===== src/rtl/bin2bcd_pkg.sv =====
// Shared types and constants for the sequential binary-to-BCD converter.
package bin2bcd_pkg;

    typedef enum logic {
        IDLE  = 1'b0,
        SHIFT = 1'b1
    } state_t;

    localparam logic [3:0] BCD_BLANK  = 4'hF;
    localparam logic [3:0] ADJ_THRESH = 4'd5;
    localparam logic [3:0] ADJ_ADD    = 4'd3;

    // Bit-counter width; at least one bit so a 1-bit input still builds.
    function automatic int unsigned cnt_width(input int unsigned bin_w);
        return (bin_w > 1) ? $clog2(bin_w) : 1;
    endfunction

endpackage


===== src/rtl/bcd_digit_adj.sv =====
// Double-dabble digit correction: add 3 to a BCD nibble that is 5 or more.
module bcd_digit_adj
    import bin2bcd_pkg::*;
(
    input  logic [3:0] din,
    output logic [3:0] dout
);

    assign dout = (din >= ADJ_THRESH) ? din + ADJ_ADD : din;

endmodule


===== src/rtl/bin2bcd_seq.sv =====
// Sequential shift-add-3 binary-to-BCD converter, one input bit per clock.
// Define BIN2BCD_LZB_EN to blank leading zero digits with 4'hF.
module bin2bcd_seq
    import bin2bcd_pkg::*;
#(
    parameter int unsigned BIN_W  = 8,
    parameter int unsigned DIGITS = 3
) (
    input  logic                  clk,
    input  logic                  rst,
    input  logic                  start,
    input  logic [BIN_W-1:0]      bin,
    output logic                  busy,
    output logic                  done,
    output logic [4*DIGITS-1:0]   bcd,
    output logic                  ovf
);

    localparam int unsigned BW = 4 * DIGITS;
    localparam int unsigned CW = cnt_width(BIN_W);

`ifdef BIN2BCD_LZB_EN
    localparam logic [BW-1:0] BCD_RST = {BW{1'b1}} << 4;
`else
    localparam logic [BW-1:0] BCD_RST = '0;
`endif

    state_t                 state, state_nxt;
    logic [CW-1:0]          cnt;
    logic [BW-1:0]          bcd_work;
    logic [BIN_W-1:0]       bin_work;
    logic [BW-1:0]          bcd_adj;
    logic [BW+BIN_W-1:0]    shifted;
    logic [BW-1:0]          bcd_final;
    logic                   sticky;
    logic                   last;
    logic                   out_bit;

    for (genvar g = 0; g < DIGITS; g++) begin : g_adj
        bcd_digit_adj u_adj (
            .din  (bcd_work[4*g +: 4]),
            .dout (bcd_adj[4*g +: 4])
        );
    end

    assign shifted = {bcd_adj[BW-2:0], bin_work, 1'b0};
    assign out_bit = bcd_adj[BW-1];
    assign last    = (cnt == CW'(BIN_W - 1));
    assign busy    = (state == SHIFT);

`ifdef BIN2BCD_LZB_EN
    // Walk down from the top digit, blanking zeros until the first non-zero; digit 0 always shows.
    always_comb begin
        logic lead;
        lead      = 1'b1;
        bcd_final = shifted[BW+BIN_W-1:BIN_W];
        for (int unsigned i = DIGITS - 1; i >= 1; i--) begin
            if (lead && (bcd_final[4*i +: 4] == 4'h0)) begin
                bcd_final[4*i +: 4] = BCD_BLANK;
            end else begin
                lead = 1'b0;
            end
        end
    end
`else
    assign bcd_final = shifted[BW+BIN_W-1:BIN_W];
`endif

    always_comb begin
        state_nxt = state;
        case (state)
            IDLE:    if (start) state_nxt = SHIFT;
            SHIFT:   if (last)  state_nxt = IDLE;
            default: state_nxt = IDLE;
        endcase
    end

    always_ff @(posedge clk) begin
        if (rst) state <= IDLE;
        else     state <= state_nxt;
    end

    always_ff @(posedge clk) begin
        if (rst) begin
            cnt      <= '0;
            bcd_work <= '0;
            bin_work <= '0;
            sticky   <= 1'b0;
            done     <= 1'b0;
            ovf      <= 1'b0;
            bcd      <= BCD_RST;
        end else begin
            done <= 1'b0;
            case (state)
                IDLE: begin
                    if (start) begin
                        bcd_work <= '0;
                        bin_work <= bin;
                        sticky   <= 1'b0;
                        cnt      <= '0;
                    end
                end
                SHIFT: begin
                    {bcd_work, bin_work} <= shifted;
                    sticky               <= sticky | out_bit;
                    cnt                  <= cnt + 1'b1;
                    if (last) begin
                        bcd  <= bcd_final;
                        ovf  <= sticky | out_bit;
                        done <= 1'b1;
                    end
                end
                default: ;
            endcase
        end
    end

endmodule

===== config.mk =====
export PLATFORM = sky130hd
export DESIGN_NAME = bin2bcd_seq
export DESIGN_NICKNAME = d
export VERILOG_FILES = /design/src/rtl/bin2bcd_pkg.sv /design/src/rtl/bcd_digit_adj.sv /design/src/rtl/bin2bcd_seq.sv
export SDC_FILE = /design/constraint.sdc
export NUM_CORES = 1
export LEC_CHECK = 0
export CORE_MARGIN = 5
export CORE_UTILIZATION = 60
export CTS_BUF_LIST = sky130_fd_sc_hd__clkbuf_4
export DETAILED_ROUTE_END_ITERATION = 10
export PLACE_DENSITY = 0.9
export RECOVER_POWER = 50
export SKIP_LAST_GASP = 1
export SYNTH_ARGS = -nofsm -noshare
export SYNTH_HDL_FRONTEND = slang
export SYNTH_HIERARCHICAL = 1
export SYNTH_SLANG_ARGS = --single-unit

===== constraint.sdc =====
create_clock -name clk -period 3.05 [get_ports clk]
set_input_delay 0.4575 -clock clk [delete_from_list [all_inputs] [get_ports clk]]
set_output_delay 0.4575 -clock clk [all_outputs]
set_load 0.005 [all_outputs]

==> impl_metrics.env, run 1 <==
export IMPL_status="complete, no violations"
export IMPL_start_util_pct=61.9
export IMPL_track_usage_pct=18.1
export IMPL_wl_mm=3.32
export IMPL_criticalPathCategory="reg -> reg"
export IMPL_grt_overflow=0
export IMPL_clk_pin_slew_ps=120
export IMPL_route_vias_total=1449
export IMPL_synth_area_mm2=0.00186
export IMPL_antenna_found_initial=0
export IMPL_die_h_um=65.7
export IMPL_port_buffers=25
export IMPL_cts_resized=0
export IMPL_cts_made_buffers=5
export IMPL_fin_ws_ps=976
export IMPL_place_hpwl_mm=2.37
export IMPL_worstHoldPathType="reg -> reg"
export IMPL_yosysUniqueCellTypes=23
export IMPL_maxCapViolCount=0
export IMPL_slew_headroom_pct=44.3
export IMPL_drt_iter0_drc=44
export IMPL_vias_per_cell=5.27
export IMPL_worst_pin_slew_ps=835
export IMPL_endpoint_kind="flip-flop"
export IMPL_pin_count=26
export IMPL_post_cts_buffers=0
export IMPL_drc=0
export IMPL_synthToLayoutAreaGrowth_pct=14.7
export IMPL_seq_area_frac_synth_pct=42.0
export IMPL_htree_levels=2
export IMPL_nets=261
export IMPL_critPathMaxFanout=43
export IMPL_postCtsHoldBufs=0
export IMPL_die_w_um=65.7
export IMPL_max_freq_ghz=0.482
export IMPL_powerDensity_mw_per_mm2=403
export IMPL_avgSynthCellArea_um2=8.48
export IMPL_setup_worst_path_start_class="flip-flop"
export IMPL_worstPathRequired_ps=3320
export IMPL_ir_worst_vdd_mv=0.321
export IMPL_period_minus_slack_ps=2070
export IMPL_fin_skew_ps=11.5
export IMPL_leakage_nw=0.868
export IMPL_dpl_worst_slack_ps=903
export IMPL_grt_pass1_vias=1460
export IMPL_detail_route_antenna_nets=0
export IMPL_dr_pass1_iters=4
export IMPL_coreArea_mm2=0.00300
export IMPL_setup_tns_final_ps=0
export IMPL_globalplace_congestion=0.782
export IMPL_nFillCells=251
export IMPL_cts_sinks=39
export IMPL_yosys_register_bits=39
export IMPL_synth_nets=239
export IMPL_maxSlewViolCount=0
export IMPL_clkLatencyLatePin_ps=350
export IMPL_grt_max_degree=44
export IMPL_cts_root_buf="clkbuf_4"
export IMPL_cts_tree="built"
export IMPL_cts_buffer_depth=2
export IMPL_ys_warnings_count=6
export IMPL_grt_pass1_wl_mm=5.97
export IMPL_dpl_cell_count=267
export IMPL_hold_viol=0
export IMPL_setup_viol_count_final=0
export IMPL_worstPathArrival_ps=2350
export IMPL_netlist_instances=219
export IMPL_die_area_mm2=0.00431
export IMPL_wl_per_cell_um=12.1
export IMPL_postLayoutCoreUtil_pct=71.0
export IMPL_rrSetupSlack_ps=980
export IMPL_rows=20
export IMPL_min_period_over_period_pct=68.0
export IMPL_layout_drive_gt1_share_pct=7.44
export IMPL_rsz0062_at_grt="false"
export IMPL_fin_cells=275
export IMPL_antennaDiodeCount=0
per-stage QoR:
| stage | power [W] | hold slack (ps) | area [um^2] |
|---|---|---|---|
| 6_report | 0.000859 | 457 | 2130 |
| 5_1_grt | 0.000899 | 475 | 2130 |
| 4_1_cts | 0.000872 | 461 | 2150 |
| 3_5_place_dp | 0.000608 | 445 | 2090 |
| 3_3_place_gp | 0.000606 | 441 | 2090 |
| 2_1_floorplan | 0.000588 | 443 | 1860 |
cell type report:
type	instances	area, um^2	area share (%)
flip-flops and latches	39	781	36.6
multi-input cells	159	956	44.8
repair buffers	29	270	12.7
clock buffers	6	45.0	2.11
well taps	33	41.3	1.94
clock inverters	2	12.5	0.587
inverters	7	26.3	1.23
path summary, 6_finish.rpt:
kind / from / endpoint / depth (start not counted)
worst max-delay path: busy / bcd[2] / 4
worst min-delay path: bcd[11] / bcd[11] / 2
worst max register to register: busy / bcd[2] / 4
worst min register to register: bcd[11] / bcd[11] / 2
cells by family after synthesis:
family                   after synthesis  synth area share [%]
AO/OA/AOI/OAI                         37                  10.6
buffers and inverters                 21                  6.13
AND/OR/NAND/NOR                       91                  22.7
flip-flops                            39                  42.0
XOR/XNOR                               3                  1.41
adder cells (fa/ha/maj)                9                  6.06
multiplexers                          19                  11.1
flip-flops by register name, summed over array words and instances (netlist names):
signal	count
ovf	1
bcd	12
cnt	3
done	1
bin_work	8
bcd_work	12
sticky	1
busy	1
worst max-delay path, stage by stage (launching register included):
cell	delay, ps
dfxtp_1	340
clkbuf_2	650
and2_0	720
nand2_1	120
a21oi_1	140
where the power goes:
part | leakage, nW | total (W) | internal, W | switching, W
Clock | 0.0317 | 0.000267 | 0.0000979 | 0.000169
Sequential | 0.316 | 0.000524 | 0.000519 | 0.00000537
Combinational | 0.520 | 0.0000688 | 0.0000328 | 0.0000360
Total | 0.868 | 0.000859 | 0.000649 | 0.000210
synthesized netlist by cell type:
master | number | area share, %
mux2_2 | 5 | 3.0
inv_1 | 7 | 1.4
o21ai_0 | 4 | 1.1
nor3_1 | 4 | 1.1
mux2_4 | 2 | 1.6
buf_6 | 3 | 1.8
nand2_1 | 38 | 7.7
buf_4 | 1 | 0.40
clkbuf_1 | 2 | 0.40
and2_1 | 1 | 0.34
nand2b_1 | 6 | 2.0
o21ai_1 | 3 | 0.81
and3b_1 | 1 | 0.47
a21oi_2 | 3 | 1.4
dfxtp_1 | 39 | 42
buf_2 | 7 | 1.9
ha_1 | 9 | 6.1
buf_1 | 1 | 0.20
xnor2_1 | 3 | 1.4
mux2i_1 | 12 | 6.5
a21oi_1 | 27 | 7.3
nor2_1 | 27 | 5.5
nor3b_1 | 14 | 5.7
metal layers:
layer  vias to the layer above  part of all wire, %  track usage [%]
li1                        765                    -                -
met1                       655                   47             19.7
met2                        22                   48             31.4
met3                         7                  3.0             4.10
met4                         0                  2.2             10.9
met5                         -                    0                0
placed cells by master, fill, tap and decap left out, types with 2 or more instances in the layout:
| cell type | n |
|---|---|
| o21ai_0 | 4 |
| inv_1 | 7 |
| clkbuf_4 | 6 |
| ha_1 | 9 |
| dfxtp_1 | 39 |
| xnor2_1 | 3 |
| nand2_1 | 38 |
| nor3_1 | 4 |
| nor2_1 | 27 |
| clkbuf_1 | 2 |
| o21ai_1 | 3 |
| nor3b_1 | 14 |
| mux2_2 | 5 |
| mux2i_1 | 12 |
| a21oi_1 | 28 |
| nand2b_1 | 6 |
| dlygate4sd3_1 | 15 |
| clkdlybuf4s50_1 | 10 |
| a21oi_2 | 2 |
(Power assumes the default switching activity.)
==> run 2: changes to the inputs <==
--- a/config.mk
+++ b/config.mk
@@ -6,10 +6,10 @@
 export NUM_CORES = 1
 export LEC_CHECK = 0
 export CORE_MARGIN = 5
-export CORE_UTILIZATION = 60
+export CORE_UTILIZATION = 51
 export CTS_BUF_LIST = sky130_fd_sc_hd__clkbuf_4
 export DETAILED_ROUTE_END_ITERATION = 10
-export PLACE_DENSITY = 0.9
+export PLACE_DENSITY = 0.82
 export RECOVER_POWER = 50
 export SKIP_LAST_GASP = 1
 export SYNTH_ARGS = -nofsm -noshare
==> constraint.sdc (replaced) <==
create_clock -name clk -period 1.9 [get_ports clk]
set_input_delay 0.285 -clock clk [delete_from_list [all_inputs] [get_ports clk]]
set_output_delay 0.285 -clock clk [all_outputs]
set_load 0.005 [all_outputs]
==> impl_metrics.env, run 2 (synthesis results as in run 1) <==
export IMPL_crit_chain="clkdlybuf4s50_1"
export IMPL_hold_viol=0
export IMPL_post_cts_buffers=0
export IMPL_worstHoldPathType="reg -> reg"
export IMPL_layout_drive_gt1_share_pct=9.43
export IMPL_r2r_start="bcd_work[9]"
export IMPL_coreArea_mm2=0.00361
export IMPL_dr_pass1_iters=4
export IMPL_worstPathRequired_ps=1620
export IMPL_fin_cells=292
export IMPL_r2r_cells=7
export IMPL_slew_headroom_pct=66.0
export IMPL_crit_end="busy"
export IMPL_cp_depth=1
export IMPL_htree_levels=2
export IMPL_clk_pin_slew_ps=120
export IMPL_powerDensity_mw_per_mm2=640
export IMPL_final_common_cell="dfxtp_1"
export IMPL_postCtsHoldBufs=0
export IMPL_fin_ws_ps=338
export IMPL_worst_pin_slew_ps=510
export IMPL_port_buffers=25
export IMPL_rows=22
export IMPL_cts_root_buf="clkbuf_4"
export IMPL_maxCapViolCount=0
export IMPL_start_util_pct=51.5
export IMPL_grt_pass1_vias=1371
export IMPL_track_usage_pct=14.0
export IMPL_setup_worst_path_start_class="flip-flop"
export IMPL_synthToLayoutAreaGrowth_pct=17.2
export IMPL_wl_per_cell_um=11.0
export IMPL_worstPathArrival_ps=1280
export IMPL_ir_worst_vdd_mv=0.367
export IMPL_endpoint_kind="primary output"
export IMPL_setup_tns_final_ps=0
export IMPL_route_vias_total=1468
export IMPL_rrSetupSlack_ps=360
export IMPL_cp_slowest_stage_delay_ps=520
export IMPL_grt_max_degree=36
export IMPL_critPathMaxFanout=5
export IMPL_rsz0062_at_grt="false"
export IMPL_power_w=0.00139
export IMPL_die_h_um=70.4
export IMPL_dpl_cell_count=284
export IMPL_nets=263
export IMPL_drt_iter0_drc=96
export IMPL_grt_overflow=0
export IMPL_final_cell_mix="dfxtp_1, nand2_1, a21oi_1, nor2_1, clkdlybuf4s50_1"
export IMPL_dpl_worst_slack_ps=203
export IMPL_die_area_mm2=0.00495
export IMPL_setup_viol_count_final=0
export IMPL_criticalPathCategory="reg -> out"
export IMPL_maxSlewViolCount=0
export IMPL_status="complete, no violations"
export IMPL_critPathLaunch="busy"
export IMPL_antennaDiodeCount=0
export IMPL_min_period_over_period_pct=82.2
export IMPL_cts_buffer_depth=2
export IMPL_cpMaxStageDelayCell="clkdlybuf4s50_1"
export IMPL_period_minus_slack_ps=1560
export IMPL_drc=0
export IMPL_place_hpwl_mm=2.29
export IMPL_cts_sinks=39
export IMPL_grt_pass1_wl_mm=5.73
export IMPL_clkLatencyLatePin_ps=350
export IMPL_cts_made_buffers=5
export IMPL_wl_mm=3.21
export IMPL_globalplace_congestion=0.781
export IMPL_critPathBufInv=1
export IMPL_fin_skew_ps=11.3
export IMPL_max_freq_ghz=0.640
export IMPL_cts_resized=0
export IMPL_top_regs="bcd: 12 flops, bcd_work: 12 flops, bin_work: 8 flops"
export IMPL_vias_per_cell=5.03
export IMPL_detail_route_antenna_nets=0
export IMPL_cts_tree="built"
export IMPL_reg2reg_to="bcd[10]"
export IMPL_postLayoutCoreUtil_pct=60.4
export IMPL_die_w_um=70.4
export IMPL_leakage_nw=0.868
export IMPL_pin_count=26
export IMPL_crit_family="buffers and inverters"
export IMPL_antenna_found_initial=0
export IMPL_nFillCells=348
-- run 2: cell count changes in the layout (fill, tap and decap cells not counted), sizes merged --
cell and change:
clkinvlp -1, clkdlybuf4s50 +7, clkbuf -1, dlygate4sd3 -7, buf +4
-- run 2: per-layer routing --
| metal | part of all wire, % | GRT usage, % | up-vias |
|---|---|---|---|
| met5 | 0 | 0 | - |
| met4 | 1.0 | 3.83 | 0 |
| met3 | 5.7 | 5.04 | 4 |
| met2 | 47 | 24.5 | 27 |
| met1 | 46 | 16.0 | 664 |
| li1 | - | - | 773 |
-- run 2: worst min-delay path, stage by stage, from the launching register on --
cell and delay [ps]:
dfxtp_1 320, nand2_1 50, a21oi_1 50
-- run 2: how the worst min path moves through the flow --
stage                 from      end  slack (ps)  cells past startpoint
2_1_floorplan  bin_work[7]   bcd[0]         440                      2
3_3_place_gp       bcd[10]  bcd[10]         440                      2
3_5_place_dp        bcd[9]   bcd[9]         440                      2
4_1_cts             bcd[9]   bcd[9]         460                      2
5_1_grt             bcd[1]   bcd[1]         470                      2
6_report            bcd[9]   bcd[9]         450                      2
-- run 2: per-stage QoR --
| step | instance area [um^2] | hold WS [ps] |
|---|---|---|
| after floorplan | 1860 | 443 |
| after global placement | 2130 | 442 |
| after detailed placement | 2130 | 444 |
| after CTS | 2180 | 460 |
| after global routing | 2180 | 475 |
| final | 2180 | 453 |
-- run 2: area by class of cell --
type | count | area [um^2] | area share [%]
Multi-Input combinational cell | 159 | 960 | 44.1
Sequential cell | 39 | 781 | 35.9
Timing Repair Buffer | 31 | 293 | 13.4
Tap cell | 48 | 60.1 | 2.76
Clock buffer | 7 | 52.6 | 2.41
Inverter | 7 | 26.3 | 1.21
Clock inverter | 1 | 5.00 | 0.230
-- run 2: report_power, final --
part / switching, W / total [W] / leakage (nW) / internal [W]
combinational: 0.0000564 / 0.000114 / 0.516 / 0.0000578
clock: 0.000264 / 0.000437 / 0.0361 / 0.000173
sequential: 0.00000981 / 0.000842 / 0.316 / 0.000832
==> run 3: changes to the inputs <==
==> constraint.sdc (replaced) <==
create_clock -name clk -period 1.4 [get_ports clk]
set_input_delay 0.21 -clock clk [delete_from_list [all_inputs] [get_ports clk]]
set_output_delay 0.21 -clock clk [all_outputs]
set_load 0.005 [all_outputs]
==> impl_metrics.env, run 3 (synthesis results as in run 1) <==
export IMPL_fin_skew_ps=10.1
export IMPL_cp_slowest_stage_delay_ps=370
export IMPL_whs_ps=455
export IMPL_setup_tns_final_ps=-65.6
export IMPL_grt_pass1_vias=1479
export IMPL_route_vias_total=1630
export IMPL_worst_pin_slew_ps=339
export IMPL_coreArea_mm2=0.00361
export IMPL_maxSlewViolCount=0
export IMPL_layout_drive_gt1_share_pct=33.6
export IMPL_top_regs="bcd: 12 flops, bcd_work: 12 flops, bin_work: 8 flops"
export IMPL_critPathMaxFanout=3
export IMPL_die_w_um=70.4
export IMPL_rsz0062_at_grt="true"
export IMPL_dr_pass1_iters=4
export IMPL_fin_ws_ps=-24.2
export IMPL_crit_chain="inv_4 > ha_4 > nand2b_4 > a21oi_4 > mux2i_2 > nand2_1 > a21oi_2"
export IMPL_dpl_cell_count=297
export IMPL_violations="setup timing"
export IMPL_wl_mm=4.16
export IMPL_r2r_cells=7
export IMPL_power_w=0.00189
export IMPL_die_area_mm2=0.00495
export IMPL_grt_pass1_wl_mm=6.40
export IMPL_rows=22
export IMPL_maxCapViolCount=0
export IMPL_drc=0
export IMPL_leakage_nw=1.21
export IMPL_start_util_pct=51.5
export IMPL_slew_headroom_pct=77.1
export IMPL_final_common_cell="nand2_1"
export IMPL_port_buffers=25
export IMPL_r2r_start="bcd_work[5]"
export IMPL_cts_made_buffers=5
export IMPL_max_freq_ghz=0.702
export IMPL_fin_cells=316
export IMPL_vias_per_cell=5.16
export IMPL_nets=287
export IMPL_track_usage_pct=15.7
export IMPL_worstHoldPathType="reg -> reg"
export IMPL_power_switching_share_pct=23.8
export IMPL_internal_power_w=0.00144
export IMPL_setup_viol_count_final=4
export IMPL_cts_tree="built"
export IMPL_holdPathStages=2
export IMPL_die_h_um=70.4
export IMPL_pin_count=26
export IMPL_criticalPathCategory="reg -> reg"
export IMPL_wl_per_cell_um=13.2
export IMPL_hold_viol=0
export IMPL_clk_pin_slew_ps=110
export IMPL_setup_worst_path_start_class="flip-flop"
export IMPL_worstPathRequired_ps=1680
export IMPL_globalplace_congestion=0.793
export IMPL_hold_end="bcd[5]"
export IMPL_reg2reg_to="bcd[6]"
export IMPL_antenna_found_initial=0
export IMPL_rrSetupSlack_ps=-20
export IMPL_antennaDiodeCount=0
export IMPL_p_clk_share_pct=29.2
export IMPL_drt_iter0_drc=119
export IMPL_grt_overflow=0
export IMPL_clkLatencyLatePin_ps=340
export IMPL_postCtsHoldBufs=0
export IMPL_cts_buffer_depth=2
export IMPL_combPwrFrac_pct=10.3
export IMPL_p_seq_share_pct=60.5
export IMPL_hold_path_startpoint="bcd[5]"
export IMPL_min_period_over_period_pct=102
export IMPL_cts_root_buf="clkbuf_4"
export IMPL_synthToLayoutAreaGrowth_pct=39.5
export IMPL_place_hpwl_mm=2.50
export IMPL_status="finished with violations"
export IMPL_cts_sinks=39
export IMPL_endpoint_kind="flip-flop"
export IMPL_final_cell_mix="nand2_1, buf_4, nor2_1, a21oi_1, dfxtp_1"
export IMPL_htree_levels=2
export IMPL_grt_max_degree=36
export IMPL_period_minus_slack_ps=1420
export IMPL_cpMaxStageDelayCell="dfxtp_2"
export IMPL_detail_route_antenna_nets=0
export IMPL_p_sw_w=0.000449
export IMPL_powerDensity_mw_per_mm2=727
export IMPL_ir_worst_vdd_mv=0.503
export IMPL_worstPathArrival_ps=1700
run 3: repair_timing:
action / in CTS / in global routing
cloned: 0 / 0
buffers inserted: 6 / 5
endpoints found under the setup margin: 33 / 29
pin swaps: 4 / 5
gates resized for setup: 36 / 37
run 3: cell type report:
cell class | instances | area [um^2]
multi-input combinational | 159 | 1130
fill | 253 | 1010
sequential | 39 | 806
timing repair buffer | 55 | 508
tap | 48 | 60.1
clock buffer | 6 | 45.0
inverter | 7 | 31.3
clock inverter | 2 | 7.51
run 3: stage by stage:
step                      worst slack (ps)  instance area [um^2]  util [%]
after floorplan                       74.9                  1860         -
after global placement               -45.7                  2240      62.0
after detailed placement              -134                  2240      62.0
after CTS                           -0.740                  2410      66.9
after global routing                  -125                  2590      71.9
final                                -24.2                  2590      71.9
run 3: worst max-delay path, delay by kind of cell, from the launching register on:
kind	cells	cell delay, ps
AO/OA/AOI/OAI	2	290
buffers and inverters	1	50
adder cells (fa/ha/maj)	1	140
AND/OR/NAND/NOR	2	230
flip-flops	1	370
multiplexers	1	260
run 3: worst max-delay path by stage:
stage	from	end	slack, ps
after floorplan	bcd_work[1]	bcd[2]	70
after global placement	start	bin_work[3]	-50
after detailed placement	bcd_work[5]	bcd[6]	-130
after CTS	bcd_work[1]	bcd[2]	-0.7
after global routing	bcd_work[0]	bcd[2]	-120
final	bcd_work[5]	bcd[6]	-20
run 3: power groups by stage:
stage / clock (W) / sequential, W / combinational, W
floorplan: 0 / 0.00116 / 0.000117
global placement: 0 / 0.00117 / 0.000172
detailed placement: 0 / 0.00117 / 0.000176
CTS: 0.000572 / 0.00114 / 0.000185
global route: 0.000608 / 0.00114 / 0.000211
finish: 0.000550 / 0.00114 / 0.000194
run 3: per-layer routing:
layer	part of all wire [%]	wire length, um	global-route usage (%)	vias up
met5	0	0	0	-
met4	1.3	55	5.32	0
met3	3.8	158	4.03	7
met1	40	1660	17.7	780
met2	55	2290	28.2	30
li1	-	-	-	813
